--- src/rtl/square_reconstructor.sv ---
// ---------------------------------------------------------------------------
// square_reconstructor
//   Rebuilds a radicand from a (root, remainder) pair as root*root + remainder
//   with an iterative shift-add multiplier that consumes one root bit per
//   clock. It sits downstream of square_extractor, so the sqrt datapath can
//   be checked end to end.
//
// Optional feature macro: SQUARE_RECON_CHECK_EN
//   When defined, the block samples the original radicand on the input
//   handshake. It then flags a registered mismatch together with the result.
//
// Parameters
//   WIDTH       root width (>= 2); the result is 2*WIDTH bits
//
// Ports
//   clk         rising-edge clock
//   rst         synchronous active-high reset
//   din_valid   root/remainder valid
//   din_ready   block can accept (IDLE only, low while rst is high)
//   root        square root, WIDTH bits
//   remainder   remainder, WIDTH+1 bits (legal range 0..2*root)
//   dout_valid  result valid, held until dout_ready
//   dout_ready  downstream accepts the result
//   dout        root*root + remainder, mod 2**(2*WIDTH)
//   rem_err     remainder > 2*root for the transaction in flight
//   expected    (CHECK_EN) original radicand, sampled on accept
//   mismatch    (CHECK_EN) (dout != expected) | rem_err, valid with dout_valid
// ---------------------------------------------------------------------------
module square_reconstructor #(
    parameter int WIDTH = 4
) (
    input  logic                 clk,
    input  logic                 rst,
    input  logic                 din_valid,
    output logic                 din_ready,
    input  logic [WIDTH-1:0]     root,
    input  logic [WIDTH:0]       remainder,
    output logic                 dout_valid,
    input  logic                 dout_ready,
    output logic [2*WIDTH-1:0]   dout,
`ifdef SQUARE_RECON_CHECK_EN
    input  logic [2*WIDTH-1:0]   expected,
    output logic                 mismatch,
`endif
    output logic                 rem_err
);

    localparam int CNT_W = (WIDTH > 1) ? $clog2(WIDTH) : 1;
    localparam logic [CNT_W-1:0] CNT_LAST = CNT_W'(WIDTH - 1);

    typedef enum logic [1:0] {
        S_IDLE = 2'd0,
        S_CALC = 2'd1,
        S_DONE = 2'd2
    } state_t;

    state_t                 state_q,   state_d;
    logic [2*WIDTH-1:0]     acc_q,     acc_d;
    logic [WIDTH-1:0]       mcand_q,   mcand_d;
    logic [WIDTH-1:0]       mplier_q,  mplier_d;
    logic [CNT_W-1:0]       cnt_q,     cnt_d;
    logic                   rem_err_q, rem_err_d;
`ifdef SQUARE_RECON_CHECK_EN
    logic [2*WIDTH-1:0]     expected_q, expected_d;
    logic                   mismatch_q, mismatch_d;
`endif

    // din_ready is gated by rst so that upstream sees "not ready" for the
    // whole reset window, including the first reset cycle.
    assign din_ready  = (state_q == S_IDLE) && !rst;
    assign dout_valid = (state_q == S_DONE);
    assign dout       = acc_q;
    assign rem_err    = rem_err_q;
`ifdef SQUARE_RECON_CHECK_EN
    assign mismatch   = mismatch_q;
`endif

    always_comb begin
        state_d   = state_q;
        acc_d     = acc_q;
        mcand_d   = mcand_q;
        mplier_d  = mplier_q;
        cnt_d     = cnt_q;
        rem_err_d = rem_err_q;
`ifdef SQUARE_RECON_CHECK_EN
        expected_d = expected_q;
        mismatch_d = mismatch_q;
`endif
        case (state_q)
            S_IDLE: begin
                if (din_valid) begin
                    // The accumulator is seeded with the remainder, so the
                    // multiply loop only has to add the partial products.
                    acc_d     = {{(WIDTH-1){1'b0}}, remainder};
                    mcand_d   = root;
                    mplier_d  = root;
                    cnt_d     = '0;
                    rem_err_d = (remainder > {root, 1'b0});
                    state_d   = S_CALC;
`ifdef SQUARE_RECON_CHECK_EN
                    expected_d = expected;
                    mismatch_d = 1'b0;
`endif
                end
            end
            S_CALC: begin
                if (mplier_q[cnt_q])
                    acc_d = acc_q + ({{WIDTH{1'b0}}, mcand_q} << cnt_q);
                cnt_d = cnt_q + 1'b1;
                if (cnt_q == CNT_LAST) begin
                    cnt_d   = '0;
                    state_d = S_DONE;
`ifdef SQUARE_RECON_CHECK_EN
                    // Uses the final accumulator value so that the flag
                    // lands on the same edge as dout_valid.
                    mismatch_d = (acc_d != expected_q) | rem_err_q;
`endif
                end
            end
            S_DONE: begin
                if (dout_ready)
                    state_d = S_IDLE;
            end
            default: state_d = S_IDLE;
        endcase
    end

    always_ff @(posedge clk) begin
        if (rst) begin
            state_q   <= S_IDLE;
            acc_q     <= '0;
            mcand_q   <= '0;
            mplier_q  <= '0;
            cnt_q     <= '0;
            rem_err_q <= 1'b0;
`ifdef SQUARE_RECON_CHECK_EN
            expected_q <= '0;
            mismatch_q <= 1'b0;
`endif
        end else begin
            state_q   <= state_d;
            acc_q     <= acc_d;
            mcand_q   <= mcand_d;
            mplier_q  <= mplier_d;
            cnt_q     <= cnt_d;
            rem_err_q <= rem_err_d;
`ifdef SQUARE_RECON_CHECK_EN
            expected_q <= expected_d;
            mismatch_q <= mismatch_d;
`endif
        end
    end

endmodule

--- config.mk ---
export PLATFORM = sky130hd
export DESIGN_NAME = square_reconstructor
export DESIGN_NICKNAME = d
export VERILOG_FILES = /design/src/rtl/square_reconstructor.sv
export SDC_FILE = /design/constraint.sdc
export NUM_CORES = 1
export LEC_CHECK = 0
export ABC_AREA = 1
export CORE_MARGIN = 5
export CORE_UTILIZATION = 30
export DETAILED_ROUTE_END_ITERATION = 10
export PLACE_DENSITY = 0.63
export SLEW_MARGIN = 0
export SYNTH_ARGS = -nofsm -noshare
export SYNTH_HDL_FRONTEND = slang
export SYNTH_SLANG_ARGS = --single-unit
--- constraint.sdc ---
create_clock -name clk -period 2 [get_ports clk]
set_input_delay 0.5 -clock clk [delete_from_list [all_inputs] [get_ports clk]]
set_output_delay 0.5 -clock clk [all_outputs]
set_load 0.02 [all_outputs]
======== Word level (Yosys, flattened, before mapping) ========
Index checks and enable logic that the tools add are counted.
word-level totals
  register bits ........................... 17
  input port bits ......................... 13
  word-level logic and storage cells ...... 37
operators by class
  order comparisons ....................... 2
  $add $sub $neg .......................... 2
  shift-type cells ........................ 1
  reductions and logical operators ........ 8
  eq/ne operators ......................... 7
  multiplexer cells ....................... 12
operators with widths
  operator                                                    count
  2-to-1 mux 8 bit                                            2
  one-hot mux 8 bit (2 select lines)                          1
  2-to-1 mux 2 bit                                            5
  adder 8 bit                                                 1
  left shift 4 x 2 -> 8 bit                                   1
  inequality test 2 bit, second input constant                3
  one-hot mux 2 bit (3 select lines)                          1
  AND reduction 3 bit                                         2
  greater-than comparator 5 bit                               1
  equality test 2 bit, second input constant                  2
  one-hot mux 2 bit (2 select lines)                          1
  AND reduction 2 bit                                         2
  less-than comparator 2 x 3 -> 1 bit, second input constant  1
  adder 2 x 1 -> 2 bit, second input constant                 1
  binary-select mux 1 bit (select 2 bit)                      1
  equality test 2 x 1 -> 1 bit, second input constant         1
  logical NOT 2 bit                                           1
  inequality test 2 x 1 -> 1 bit, second input constant       1
  nonzero test 2 bit                                          1
  logical AND 1 bit                                           1
  logical NOT 1 bit                                           1
  2-to-1 mux 1 bit                                            1

======== Logic depth before layout (Yosys ltp) ========
Gate-level depths: netlist of run 1.
  word-level depth ........................ 4
  mapped depth ............................ 15

======== Worst setup path after synthesis of run 1 ========
OpenSTA, ideal clock, no wires.
  path type ............................... register to register
  start ................................... register cnt_q[0]
  end ..................................... register acc_q[4], in the netlist dout[4]
  library setup time ...................... 114 ps
  setup slack ............................. 214 ps
  buffers on the path ..................... 1
  data arrival time ....................... 1,672 ps
  data required time ...................... 1,886 ps
  cell stages (with the launch flop) ...... 15
  cells stage by stage .................... dfxtp_1 buf_6 inv_2 nand2_2 nor2_1 ha_1 inv_1 fa_1 inv_1 nand2_1 nand2_1 nand2_1 xnor2_1 a21oi_1 nor2_1
between the ends
  cells in the longest elaborated chain, start to end .. 4
  elaborated cells between the ends (all ways) .. 8
  those cells by class .................... 1 x add/sub; 1 x eq/ne; 1 x shift; 4 x mux; 1 x reduce/logical
ends and longest elaborated chain
  what                                                                                 line      source
  start: declaration                                                                   61        logic [CNT_W-1:0] cnt_q, cnt_d;
  start signal: assignment                                                             145       cnt_q <= cnt_d;
  left shift 4 x 2 -> 8 bit or binary-select mux 1 bit (select 2 bit) (tied branches)  108, 107
  adder 8 bit or 2-to-1 mux 1 bit (tied branches)                                      108, 107
  2-to-1 mux 8 bit or inequality test 2 bit (tied branches)                            n/a
  one-hot mux 8 bit (2 select lines) or AND reduction 3 bit (tied branches)            n/a
  end signal: assignment                                                               131       acc_q <= '0;
  end signal: assignment                                                               142       acc_q <= acc_d;
  end: declaration                                                                     58        logic [2*WIDTH-1:0] acc_q, acc_d;
Several ways; a longest one is shown, not always the timed one. The select of a mux whose other input is x is not followed.
A chain may end at the register's enable or synchronous reset.

======== Worst setup path after layout of run 1 ========
  start ................................... input port rst
  end ..................................... output port din_ready
between the ends
  cells in the longest elaborated chain, start to end .. 2
ends and longest elaborated chain
  what                line  source
  start: declaration  33    input logic rst,
  logical NOT 1 bit   70    assign din_ready = (state_q == S_IDLE) && !rst;
  logical AND 1 bit   70
  end: declaration    35    output logic din_ready,
No other way between the ends.

==> results.json, run 1 <==
{
  "final_cell_mix": "53 x nand2_1, 26 x inv_1, 21 x clkdlybuf4s50_1",
  "drt_wl_total_um": 3110,
  "num_rows": 23,
  "start_kind": "primary input",
  "start_util_pct": 31.6,
  "grt_max_degree": 14,
  "routabilityCongestion": 0.842,
  "route.met2.wl_um": 1410,
  "cap_violations": 0,
  "cts_sinks": 17,
  "drt_iter0_drc": 63,
  "drive_above_1_share_pct": 13.5,
  "finalCritPeriodShare_pct": 97.9,
  "p_sw_share_pct": 36.1,
  "grt.total_usage_pct": 12.4,
  "n_fill_cell": 433,
  "crit_path_end_kind": "output port",
  "drc_errors": 0,
  "p_leak_uw": 0.000816,
  "p_per_area_mw_per_mm2": 632,
  "portBuffers": 23,
  "boundaryPins": 24,
  "syn_to_final_growth_pct": 28.7,
  "rsz0062_at_grt": "false",
  "grt_antenna_before_repair": 0,
  "syn-instance-count": 194,
  "cts_setup_buffers": 0,
  "dr.max_layer_used": "met4",
  "postRouteAntennaNets": 0,
  "finalInstanceArea_mm2": 0.00165,
  "nets": 249,
  "met1_length_um": 1570,
  "status": "completed",
  "hp-class": "flip-flop to flip-flop",
  "crit_required_ns": 1.50,
  "clock_power_share_pct": 26.1,
  "worstReg2RegStart": "cnt_q[0]",
  "synth.distinct_cells": 27,
  "grt_pass1_vias": 1222,
  "irDropWorstVdd_mv": 0.441,
  "grt_overflow": 0,
  "hold_start": "mplier_q[0]",
  "worst_pin_slew_ns": 0.380,
  "power_frac_comb_pct": 35.7,
  "met3_length_um": 107,
  "internal_power_uw": 666,
  "clkLatencyLatePin_ns": 0.26,
  "die_area_mm2": 0.00568,
  "num_vias": 1228,
  "htreeDepth": 1,
  "core_mm2": 0.00406,
  "setup_tns_ns": 0,
  "final_common_cell": "nand2_1",
  "fin_worst_skew_ns": 0.00566,
  "avgViaCountPerCell": 4.51,
  "worstReg2RegEnd": "dout[4]",
  "synthesis.nets": 220,
  "rr_worst_depth": 13,
  "fin_ws_ns": 0.0426,
  "clk_pin_slew_ns": 0.08,
  "cts.root.buffer_cell": "clkbuf_8",
  "seq_area_frac_synth_pct": 26.6,
  "relSlewSlack_pct": 74.6,
  "switching_power_uw": 376,
  "synth_warnings": 0,
  "worstSetupPathType": "primary input to output port",
  "p_seq_share_pct": 38.2,
  "hold_viol": 0,
  "chipHeight_um": 75.4,
  "hold_path_depth": 2,
  "routedWlPerCell_um": 11.4,
  "place_area_mm2": 0.00158,
  "hold_end": "mplier_q[0]",
  "cts_tree": "done",
  "min_period_ns": 1.96,
  "die_w_um": 75.4,
  "grt_pass1_wl_um": 5330,
  "max_freq_mhz": 511,
  "seq_area_um2": 347,
  "ctsLongestPathBuffers": 2,
  "avgSynthCellArea_um2": 6.60,
  "syn_area_mm2": 0.00128,
  "critical_path_arrival_ns": 1.46,
  "synth.ff_latch_count": 17,
  "dp_slack_ns": -0.252,
  "maxSlewViolCount": 0,
  "drtPass1Iterations": 4,
  "numCtsBuffers": 3,
  "crit_fanout": 2,
  "rrSetupSlack_ns": 0.17,
  "setup_viol": 0,
  "multi_input_area_um2": 823,
  "antenna_cells": 0,
  "place_hpwl_um": 2490
}
-- worst max-delay path: stages --
cell             delay, ns
clkdlybuf4s50_1       0.47
nor3_1                0.14
dlygate4sd2_1         0.35
-- cell usage after synthesis (all sizes together) --
| cell type | count | area [µm²] |
|---|---|---|
| mux2i | 1 | 10.0 |
| fa | 1 | 20.0 |
| nor3 | 1 | 5.00 |
| nand3b | 2 | 15.0 |
| nand4 | 1 | 6.26 |
| nor2 | 16 | 62.6 |
| buf | 2 | 18.8 |
| o211ai | 1 | 7.51 |
| a211oi | 1 | 7.51 |
| nand2 | 62 | 265 |
| inv | 29 | 109 |
| clkbuf | 1 | 3.75 |
| o21a | 1 | 7.51 |
| a21oi | 15 | 75.1 |
| xnor2 | 2 | 17.5 |
| or2 | 2 | 12.5 |
| o21ai | 14 | 70.1 |
| nand3 | 13 | 77.6 |
| ha | 12 | 150 |
| dfxtp | 17 | 340 |
-- cell families (layout without fill, tap and decap cells) --
group / count (synthesis) / count (layout) / synth area share, %
AOI/OAI and AO/OA: 32 / 32 / 13.1
xor gates and xnor gates: 2 / 2 / 1.37
buffers and inverters: 32 / 60 / 10.3
and+or+nand+nor: 97 / 97 / 34.7
muxes: 1 / 1 / 0.781
adders and majority gates: 13 / 13 / 13.3
DFF: 17 / 17 / 26.6
-- worst max path at each step --
stage	startpoint	end	cells past startpoint
finish	rst	din_ready	3
global placement	rst	din_ready	3
CTS	cnt_q[0]	dout[4]	11
detailed placement	rst	din_ready	3
floorplan	cnt_q[0]	dout[4]	14
global route	rst	din_ready	3
-- routing by layer --
layer	vias up	GRT usage, %
met1	534	17.1
met3	2	2.77
met5	-	0
met2	18	19.5
li1	674	-
met4	0	3.69
-- flip-flops by register name, indices dropped and copies added, names as in the netlist --
register and flops:
cnt_q 2, mplier_q 4, dout 8, state_q 2, rem_err 1
-- metrics by stage --
stage,total power (µW),hold slack [ns],utilization [%],std cells
4_1_cts,1050,0.481,40.1,272
6_report,1040,0.474,40.6,272
2_1_floorplan,648,0.444,-,194
5_1_grt,1120,0.513,40.6,272
3_3_place_gp,771,0.455,39.0,268
3_5_place_dp,772,0.454,39.0,268
-- power by group through the flow --
| stage | clock network [µW] | logic [µW] | registers (µW) |
|---|---|---|---|
| finish | 272 | 372 | 398 |
| global route | 296 | 418 | 404 |
| CTS | 283 | 369 | 397 |
| detailed placement | 0 | 368 | 405 |
| global placement | 0 | 367 | 404 |
| floorplan | 0 | 233 | 415 |
-- final cells by class --
class	count	area share, %
multi-input combinational	145	49.9
sequential	17	21.0
timing repair buffer	27	15.9
inverter	29	6.60
tap	50	3.79
clock buffer	3	2.50
clock inverter	1	0.303
-- repair_timing --
action	in CTS	in global routing
hold buffers	0	0
pin swaps	0	2
endpoints found under the setup margin	1	8
gates resized for setup	1	14
No activity file was read; power rests on OpenSTA's default activity.
==> run 2: changes to the inputs <==
--- a/config.mk
+++ b/config.mk
@@ -9,7 +9,8 @@
 export CORE_MARGIN = 5
 export CORE_UTILIZATION = 30
 export DETAILED_ROUTE_END_ITERATION = 10
-export PLACE_DENSITY = 0.63
+export DONT_BUFFER_PORTS = 1
+export PLACE_DENSITY = 0.56
 export SLEW_MARGIN = 0
 export SYNTH_ARGS = -nofsm -noshare
 export SYNTH_HDL_FRONTEND = slang
==> run 2 against run 1 <==
Against the previous run: utilization down 3.7 points; fmax rose by 4.0%; worst setup slack improved by 0.075 ns; largest power group unchanged; die area unchanged; power down 2.1%; combinational power fell by 7.5%; non-clock buffer count shrank 16; first-iteration DRC count shrank 7.9%.
==> results.json, run 2 (synthesis results as in run 1) <==
{
  "drive_above_1_share_pct": 21.4,
  "worstReg2RegStart": "cnt_q[1]",
  "grt_pass1_vias": 1098,
  "hp-class": "primary input to flip-flop",
  "clkLatencyLatePin_ns": 0.26,
  "status": "completed",
  "numCtsBuffers": 3,
  "routabilityCongestion": 0.822,
  "fin_worst_skew_ns": 0.00271,
  "routedWlPerCell_um": 12.5,
  "drt_iter0_drc": 58,
  "final_common_cell": "nand2_1",
  "critical_path_arrival_ns": 2.04,
  "core_mm2": 0.00406,
  "htreeDepth": 1,
  "grt_pass1_wl_um": 5310,
  "finalCritPeriodShare_pct": 94.1,
  "rrSetupSlack_ns": 0.12,
  "grt_overflow": 0,
  "die_w_um": 75.4,
  "start_util_pct": 31.6,
  "grt_max_degree": 14,
  "crit_fanout": 5,
  "chipHeight_um": 75.4,
  "crit_required_ns": 2.16,
  "drt_wl_total_um": 3200,
  "grt_antenna_before_repair": 0,
  "avgViaCountPerCell": 4.74,
  "postRouteAntennaNets": 0,
  "cp_slowest_cell": "dfxtp_4",
  "final_cell_mix": "50 x nand2_1, 26 x inv_1, 14 x a21oi_1",
  "min_period_ns": 1.88,
  "p_leak_uw": 0.000749,
  "boundaryPins": 24,
  "cts_sinks": 17,
  "setup_viol": 0,
  "clk_pin_slew_ns": 0.07,
  "maxSlewViolCount": 0,
  "nets": 233,
  "largest_reg_flops": 8,
  "worst_pin_slew_ns": 0.435,
  "postCtsHoldBufs": 0,
  "crit_path_end_kind": "flip-flop",
  "setup_tns_ns": 0,
  "cts.root.buffer_cell": "clkbuf_8",
  "cap_violations": 0,
  "num_vias": 1213,
  "irDropWorstVdd_mv": 0.302,
  "fin_ws_ns": 0.117,
  "relSlewSlack_pct": 70.9,
  "n_fill_cell": 432,
  "die_area_mm2": 0.00568,
  "p_per_area_mw_per_mm2": 681,
  "max_freq_mhz": 531,
  "instances_no_fill": 256,
  "crit_path_frequent_cell": "nand2_2",
  "drtPass1Iterations": 4,
  "hold_viol": 0,
  "num_rows": 23,
  "drc_errors": 0,
  "portBuffers": 0,
  "worstSetupPathType": "flip-flop to flip-flop",
  "critical_path.max_stage_delay_ns": 0.36,
  "hold_start": "rst",
  "antenna_cells": 0,
  "place_hpwl_um": 2530,
  "fin_hold_ws_ns": 0.292,
  "worstSetupStartpoint": "cnt_q[1]",
  "cp_top_family": "adder cells",
  "rsz0062_at_grt": "true",
  "grt.total_usage_pct": 12.3,
  "crit_buf_inv": 3,
  "cts_tree": "done",
  "start_kind": "flip-flop",
  "place_inst": 248,
  "crit_chain": "buf_4 -> nor2_4 -> ha_2 -> inv_1 -> fa_2 -> inv_2 -> nand2_1 -> nand2_2 -> nand2_2 -> xnor2_1 -> a21oi_1 -> nor2_1",
  "dp_slack_ns": -0.0381,
  "syn_to_final_growth_pct": 16.9,
  "ctsLongestPathBuffers": 2
}
[run 2: cell count changes in the layout (fill, tap and decap cells not counted), moves of 2 or more]
cell / delta
clkdlybuf4s50_1: -21
buf_4: +6
nand2_2: +3
nand2_1: -3
o21ai_1: -2
[run 2: area by class of cell]
type	count	area (µm²)	area share, %
clock buffer	3	41.3	2.76
clock inverter	1	7.51	0.501
inverter	29	109	7.27
multi-input combinational	145	847	56.6
sequential	17	350	23.4
tap	50	62.6	4.18
timing repair buffer	11	80.1	5.35
[run 2: power breakdown]
group	leakage (µW)	switching (µW)	internal (µW)	total, µW
combinational	0.000586	212	132	344
clock	0.0000217	136	141	277
sequential	0.000141	31.4	369	400
total	0.000749	379	641	1020
[run 2: routing by layer]
metal	vias to the layer above	wire [µm]	global-route usage [%]	part of all wire [%]
met5	-	0	0	0
met4	0	33	3.50	1.0
met3	6	219	3.83	6.9
met2	30	1370	18.3	43
met1	528	1580	17.2	49
li1	649	-	-	-
[run 2: worst paths after layout]
check | end | cells past startpoint
worst max register to register | dout[4] | 12
worst min-delay path | cnt_q[1] | 1
worst min register to register | mplier_q[0] | 2
worst max-delay path | dout[4] | 12
[run 2: through the flow]
step                total power (µW)  area [µm²]  util, %
floorplan                        648        1280        -
CTS                              995        1430     35.1
finish                          1020        1500     36.9
global placement                 720        1370     33.9
detailed placement               718        1370     33.9
global route                    1100        1500     36.9
[run 2: worst reg2reg max path, delay by kind of cell, from the launching register on]
kind / cells / cell delay [ns]
compound gates: 1 / 0.16
xor+xnor: 1 / 0.12
buf+inv: 3 / 0.27
simple gates: 5 / 0.36
flops: 1 / 0.36
fa+ha+maj: 2 / 0.51
[run 2: what timing repair did]
| item | CTS | global route |
|---|---|---|
| pin swaps | 0 | 6 |
| setup buffers | 0 | 4 |
| gates cloned | 0 | 0 |
| resized for setup | 2 | 20 |
| setup endpoints to repair | 2 | 5 |
==> run 3: changes to the inputs <==
--- a/config.mk
+++ b/config.mk
@@ -8,6 +8,7 @@
 export ABC_AREA = 1
 export CORE_MARGIN = 5
 export CORE_UTILIZATION = 30
+export CTS_BUF_LIST = sky130_fd_sc_hd__clkbuf_16
 export DETAILED_ROUTE_END_ITERATION = 10
 export DONT_BUFFER_PORTS = 1
 export PLACE_DENSITY = 0.56
==> run 3 against run 2 <==
Against the previous run: count of clock-buffer cells in the layout unchanged; utilization up 0.31 points; via count down 1.2%; clock power up 52%; wire length up 0.44%; power up 13%; first-iteration DRC count up 17%; critical endpoint unchanged.
==> results.json, run 3 (synthesis results as in run 1) <==
{
  "drtPass1Iterations": 4,
  "fin_worst_skew_ns": 0.00374,
  "max_freq_mhz": 533,
  "critical_path.max_stage_delay_ns": 0.36,
  "crit_fanout": 6,
  "postCtsHoldBufs": 0,
  "clock_power_share_pct": 36.5,
  "critical_path_arrival_ns": 2.02,
  "drive_above_1_share_pct": 19.6,
  "num_vias": 1199,
  "start_util_pct": 31.6,
  "final_common_cell": "nand2_1",
  "cp_slowest_cell": "dfxtp_4",
  "maxSlewViolCount": 0,
  "cts_sinks": 17,
  "hp-class": "primary input to flip-flop",
  "grt.total_usage_pct": 12.4,
  "p_per_area_mw_per_mm2": 762,
  "numCtsBuffers": 3,
  "internal_power_uw": 763,
  "portBuffers": 0,
  "min_period_ns": 1.87,
  "num_rows": 23,
  "p_seq_share_pct": 34.9,
  "ctsLongestPathBuffers": 2,
  "worstSetupPathType": "flip-flop to flip-flop",
  "syn_to_final_growth_pct": 17.9,
  "clkLatencyLatePin_ns": 0.25,
  "status": "completed",
  "routedWlPerCell_um": 12.6,
  "crit_required_ns": 2.15,
  "setup_tns_ns": 0,
  "antenna_cells": 0,
  "avgViaCountPerCell": 4.72,
  "irDropWorstVdd_mv": 0.407,
  "final_cell_mix": "51 x nand2_1, 26 x inv_1, 14 x a21oi_1",
  "boundaryPins": 24,
  "drt_iter0_drc": 68,
  "cap_violations": 0,
  "grt_antenna_before_repair": 0,
  "drt_wl_total_um": 3210,
  "cts.root.buffer_cell": "clkbuf_16",
  "power_frac_comb_pct": 28.6,
  "crit_path_frequent_cell": "nand2_1",
  "htreeDepth": 1,
  "place_hpwl_um": 2530,
  "chipHeight_um": 75.4,
  "grt_pass1_wl_um": 5300,
  "cts_tree": "done",
  "clk_pin_slew_ns": 0.06,
  "rsz0062_at_grt": "true",
  "relSlewSlack_pct": 70.9,
  "finalCritPeriodShare_pct": 93.7,
  "die_w_um": 75.4,
  "core_mm2": 0.00406,
  "worst_pin_slew_ns": 0.435,
  "final_util_pct": 37.2,
  "setup_viol": 0,
  "p_leak_uw": 0.000752,
  "largest_reg_flops": 8,
  "drc_errors": 0,
  "hold_viol": 0,
  "nets": 231,
  "grt_overflow": 0,
  "crit_path_end_kind": "flip-flop",
  "die_area_mm2": 0.00568,
  "grt_pass1_vias": 1096,
  "start_kind": "flip-flop",
  "grt_max_degree": 14,
  "p_sw_share_pct": 33.7,
  "crit_chain": "buf_4 -> nor2_4 -> ha_2 -> inv_1 -> fa_2 -> inv_2 -> nand2_1 -> nand2_2 -> nand2_1 -> xnor2_1 -> a21oi_1 -> nor2_1",
  "switching_power_uw": 388,
  "routabilityCongestion": 0.822,
  "postRouteAntennaNets": 0
}
[run 3: power by group through the flow]
stage,Combinational (µW),Sequential [µW],Clock (µW)
6_report,330,401,420
3_5_place_dp,308,410,0
5_1_grt,377,406,445
3_3_place_gp,311,410,0
4_1_cts,310,403,426
2_1_floorplan,233,415,0
[run 3: cell type report]
class | instances | area, µm²
fill | 426 | 2550
inverter | 29 | 109
sequential | 17 | 350
clock inverter | 1 | 7.51
multi-input combinational | 145 | 841
clock buffer | 3 | 75.1
tap | 50 | 62.6
timing repair buffer | 9 | 65.1
[run 3: repair_timing]
action | in CTS | in global routing
setup buffers | 0 | 2
gates resized for setup | 1 | 18
setup endpoints to repair | 2 | 6
cloned | 0 | 0
pin swaps | 0 | 6
[run 3: critical path, delay by kind of cell (launching register included)]
kind	cells	cell delay, ns
simple gates	5	0.35
flops	1	0.36
fa+ha+maj	2	0.51
buf+inv	3	0.27
xor+xnor	1	0.12
compound gates	1	0.16
[run 3: through the flow]
step	worst slack (ns)	hold WS [ns]	instance area, µm²	total power, µW	std cells
final	0.125	0.305	1510	1150	254
after global routing	-0.0249	0.299	1510	1230	254
after CTS	0.00755	0.306	1460	1140	252
after detailed placement	-0.0381	0.481	1370	718	248
after global placement	-0.0679	0.486	1370	720	248
after floorplan	0.214	0.444	1280	648	194
[run 3: routing by layer]
| metal | vias to the layer above | track usage [%] | routed length, µm |
|---|---|---|---|
| met1 | 522 | 17.5 | 1580 |
| met3 | 5 | 3.43 | 229 |
| met2 | 29 | 17.9 | 1360 |
| met4 | 0 | 4.66 | 48 |
| met5 | - | 0 | 0 |
| li1 | 643 | - | - |
[run 3: path summary, 6_finish.rpt]
path | start | endpoint | cells past startpoint | slack [ns]
max | cnt_q[1] | dout[4] | 12 | 0.13
min | rst | cnt_q[1] | 1 | 0.31
max reg2reg | cnt_q[1] | dout[4] | 12 | 0.13
min reg2reg | mplier_q[0] | mplier_q[0] | 2 | 0.48
==> edit 1, RTL diff (config.mk and constraints of run 1) <==
Set the parameter `WIDTH` to 2 (it was 4).
--- a/src/rtl/square_reconstructor.sv
+++ b/src/rtl/square_reconstructor.sv
@@ -28,5 +28,5 @@
 // ---------------------------------------------------------------------------
 module square_reconstructor #(
-    parameter int WIDTH = 4
+    parameter int WIDTH = 2
 ) (
     input  logic                 clk,
Interface: changed (resized dout, remainder and root); port bits go from 24 to 16. No check against the original RTL was run, so the function may have changed too.
==> edit 1 against run 1 <==
- synthesized area decreased by 50%
- clock power is 29% lower
- total power fell by 46%
- via count is 50% lower
- sequential cell count shrank 7
- worst setup slack improved by 0.098 ns
- cell area is 48% lower
- combinational power fell by 61%
- maximum frequency up 5.3%
- largest cell class unchanged
- wire length down 54%
==> edit 1: results (changes against run 1) <==
stage	metric	value	unit	change
outcome	status	complete, no violations		
worst_setup_path	worst_ep_arrival_time	1.36	ns	-0.10 ns
cells_and_area	final-nonclk-buf-share	0.1838		+0.02522
detailed_routing	first_iter_violations	9		-86%
synthesis	synth.distinct_cells	18		-33%
place	dp_hpwl	1.202	mm	-52%
place	routabilityCongestion	0.7398		-12%
synthesis	synth-xor-area-share	0		-0.01367
global_routing	grt_use_met1	0.1154		-0.05570
worst_setup_path	timing.rr.end	dout[1]		
worst_setup_path	ff2ff_path_depth	9		-4
worst_setup_path	cpPeakStageDelay	0.42	ns	-0.05 ns
synthesis	synth-compound-area-share	0.1280		-0.002907
power_and_ir_drop	p_comb_frac	0.258		-0.099
worst_setup_path	reg2reg_slack	0.36	ns	+0.19 ns
place	portBuffers	15		-35%
cells_and_area	fillCellCount	212		-51%
global_routing	use_met2	0.1720		-0.02268
cts	clockRootBuffer	clkbuf_4		
power_and_ir_drop	cellLeakagePower	0.4525	nW	-45%
floorplan	coreArea	1982	µm²	-51%
detailed_routing	wl_met3	80	µm	-25%
cells_and_area	clkbuf_count	4		+1
cells_and_area	largest_reg_flops	4		-4
worst_hold_path	min_to	rem_err		
global_routing	grt_pass1_vias	627		-49%
detailed_routing	met1_length	614	µm	-61%
synthesis	synthMuxAreaShare	0		-0.007813
synthesis	synth_fp_nets	108		-51%
cells_and_area	final_layout_size_suffix_gt1_frac	0.1416		+0.006458
## edit 1: changes by cell type in the layout (fill, tap and decap cells not counted), moves of 3 or more
cell	delta
dfxtp_1	-4
ha_1	-6
a21oi_1	-11
buf_4	-3
nor2_1	-3
nand3_1	-7
inv_1	-9
clkdlybuf4s50_1	-8
o21ai_1	-3
nand2_2	-5
nand2_1	-34
nor2_2	-3
clkbuf_4	+3
## edit 1: worst max path at each step
stage / startpoint / endpoint / slack [ns] / cells after the start
2_1_floorplan: dout[0] / dout[2] / 0.53 / 9
5_1_grt: rst / din_ready / 0.10 / 3
4_1_cts: state_q[1] / dout_valid / 0.02 / 3
3_5_place_dp: rst / din_ready / -0.13 / 3
6_report: rst / din_ready / 0.14 / 3
3_3_place_gp: rst / din_ready / -0.13 / 3
## edit 1: worst min-delay path, cell delays in order, from the launching register on
cell and delay, ns:
dfxtp_1 0.33, nand2_1 0.05, o21ai_0 0.06
==> edit 2, RTL diff (settings of run 1) <==
Made on the original files. Put one more register stage on the output `rem_err`, cleared by the reset. The value now appears one clock later. The other outputs are not delayed to match.
--- a/src/rtl/square_reconstructor.sv
+++ b/src/rtl/square_reconstructor.sv
@@ -71,5 +71,11 @@
     assign dout_valid = (state_q == S_DONE);
     assign dout       = acc_q;
-    assign rem_err    = rem_err_q;
+    always_ff @(posedge clk) begin
+        if (rst) begin
+            rem_err <= '0;
+        end else begin
+            rem_err <= rem_err_q;
+        end
+    end
 `ifdef SQUARE_RECON_CHECK_EN
     assign mismatch   = mismatch_q;
Function: changed (a bounded check fails within 4 cycles, from zero or initial values and one cycle with rst high).
==> edit 2 against run 1 <==
- total power up 13%
- synthesized area up 3.7%
- cell area up 7.7%
- clock skew up 0.0022 ns
- worst setup slack better by 0.067 ns
- final cell count up 5.1%
- sequential cell count up 1
- wire length up 5.3%
- largest cell class unchanged
==> edit 2: results (changes against run 1) <==
stage	metric	value	unit	change
outcome	status	complete, no violations		
global_routing	grt_pass1_wl	5.347	mm	+0.39%
detailed_routing	wl_met3	184	µm	+72%
synthesis	avgSynthCellArea	6.611	µm²	about the same
cells_and_area	nNonClkBuffers	32		+19%
power_and_ir_drop	switchingPower	0.4096	mW	+8.9%
detailed_routing	met1_length	1.489	mm	-5.0%
synthesis	synth.distinct_cells	28		+3.7%
synthesis	synth_fp_nets	227		+3.2%
global_routing	grt_use_met1	0.1426		-0.02853
global_routing	grt_usage	0.1125		-0.01182
worst_setup_path	reg2reg_slack	0.14	ns	-0.03 ns
cells_and_area	fillCellCount	482		+11%
cells_and_area	inverters	32		+10%
cells_and_area	final-nonclk-buf-share	0.1727		+0.01408
synthesis	yosys.area_share.adder	0.1281		-0.004752
synthesis	seq_area_frac_synth	0.2712		+0.005561
power_and_ir_drop	ir_worst_vdd	227.7	µV	-48%
cells_and_area	clkbuf_count	4		+1
global_routing	grt_max_degree	12		-2
synthesis	yosys-top-cells-count	nand2_1 (56), inv_1 (28), nor2_1 (20)		
detailed_routing	vias_per_cell	4.591		+1.7%
global_routing	use_met3	0.02482		-0.002882
power_and_ir_drop	p_comb	0.433	mW	+16%
place	post-place-ws	-0.1860	ns	+0.06586 ns
power_and_ir_drop	pwr-share-clk	0.275		+0.014
cells_and_area	multi_input_gates	148		+2.1%
cells_and_area	multi_input_area	864.6	µm²	+5.0%
run	maxCapViolations	0		unchanged
cells_and_area	seq_share	0.2037		-0.006502
timing	fin_crit_sh	0.9453		-0.03341
cells_and_area	nets	261		+4.8%
detailed_routing	first_iter_violations	51		-19%
worst_setup_path	worst_ep_arrival_time	1.39	ns	-0.07 ns
place	dpl.cell_count	280		+4.5%
synthesis	synth_area_leaders	dfxtp_1 (27%), nand2_1 (16%), ha_1 (11%)		
worst_setup_path	cpPeakStageDelay	0.42	ns	-0.05 ns
place	routabilityCongestion	0.8615		+2.3%
cells_and_area	seq_cell_count	18		+1
global_routing	antenna_found_initial	0		unchanged
place	dp_hpwl	2.524	mm	+1.2%
power_and_ir_drop	power_density	660.7	nW/µm²	+4.5%
timing	fin_skew	0.007883	ns	+0.002223 ns
synthesis	synth-xor-area-share	0		-0.01367
cells_and_area	final_layout_size_suffix_gt1_frac	0.2094		+0.07427
detailed_routing	dr_wl_met2	1.561	mm	+11%
global_routing	use_met2	0.1901		-0.004562
power_and_ir_drop	cellLeakagePower	0.8855	nW	+8.5%
detailed_routing	avgRoutedWirePerCell	11.44	µm	+0.16%
global_routing	grt_pass1_vias	1205		-1.4%
-- edit 2: changes by cell type after synthesis, moves of 3 or more --
cell     delta
a21oi_1     -9
nand3_2     +4
nor2_1      +5
nand2_1     +3
a21oi_2     +3
-- edit 2: worst paths after layout --
path / cells after the start / end / start
min reg2reg: 2 / rem_err / rem_err_q
min: 2 / rem_err / rem_err_q
max: 3 / din_ready / rst
max reg2reg: 13 / dout[7] / cnt_q[0]
-- edit 2: per-stage QoR --
stage                     setup TNS, ns  cell area (µm²)  hold slack (ns)
after floorplan                       0             1329           0.4101
after global routing            -0.1024             1775           0.4555
after detailed placement        -0.1860             1653           0.4219
after global placement          -0.1792             1653           0.4224
final                                 0             1775           0.4327
after CTS                             0             1707           0.4336
-- edit 2: what timing repair did --
item	in CTS	in global routing
setup buffers	0	2
endpoints found under the setup margin	1	6
pin swaps	0	12
gates resized for setup	1	23
-- edit 2: critical path: cells and delay by family --
family        cells  cell delay, ns
buf+inv           2            0.77
simple gates      1            0.12
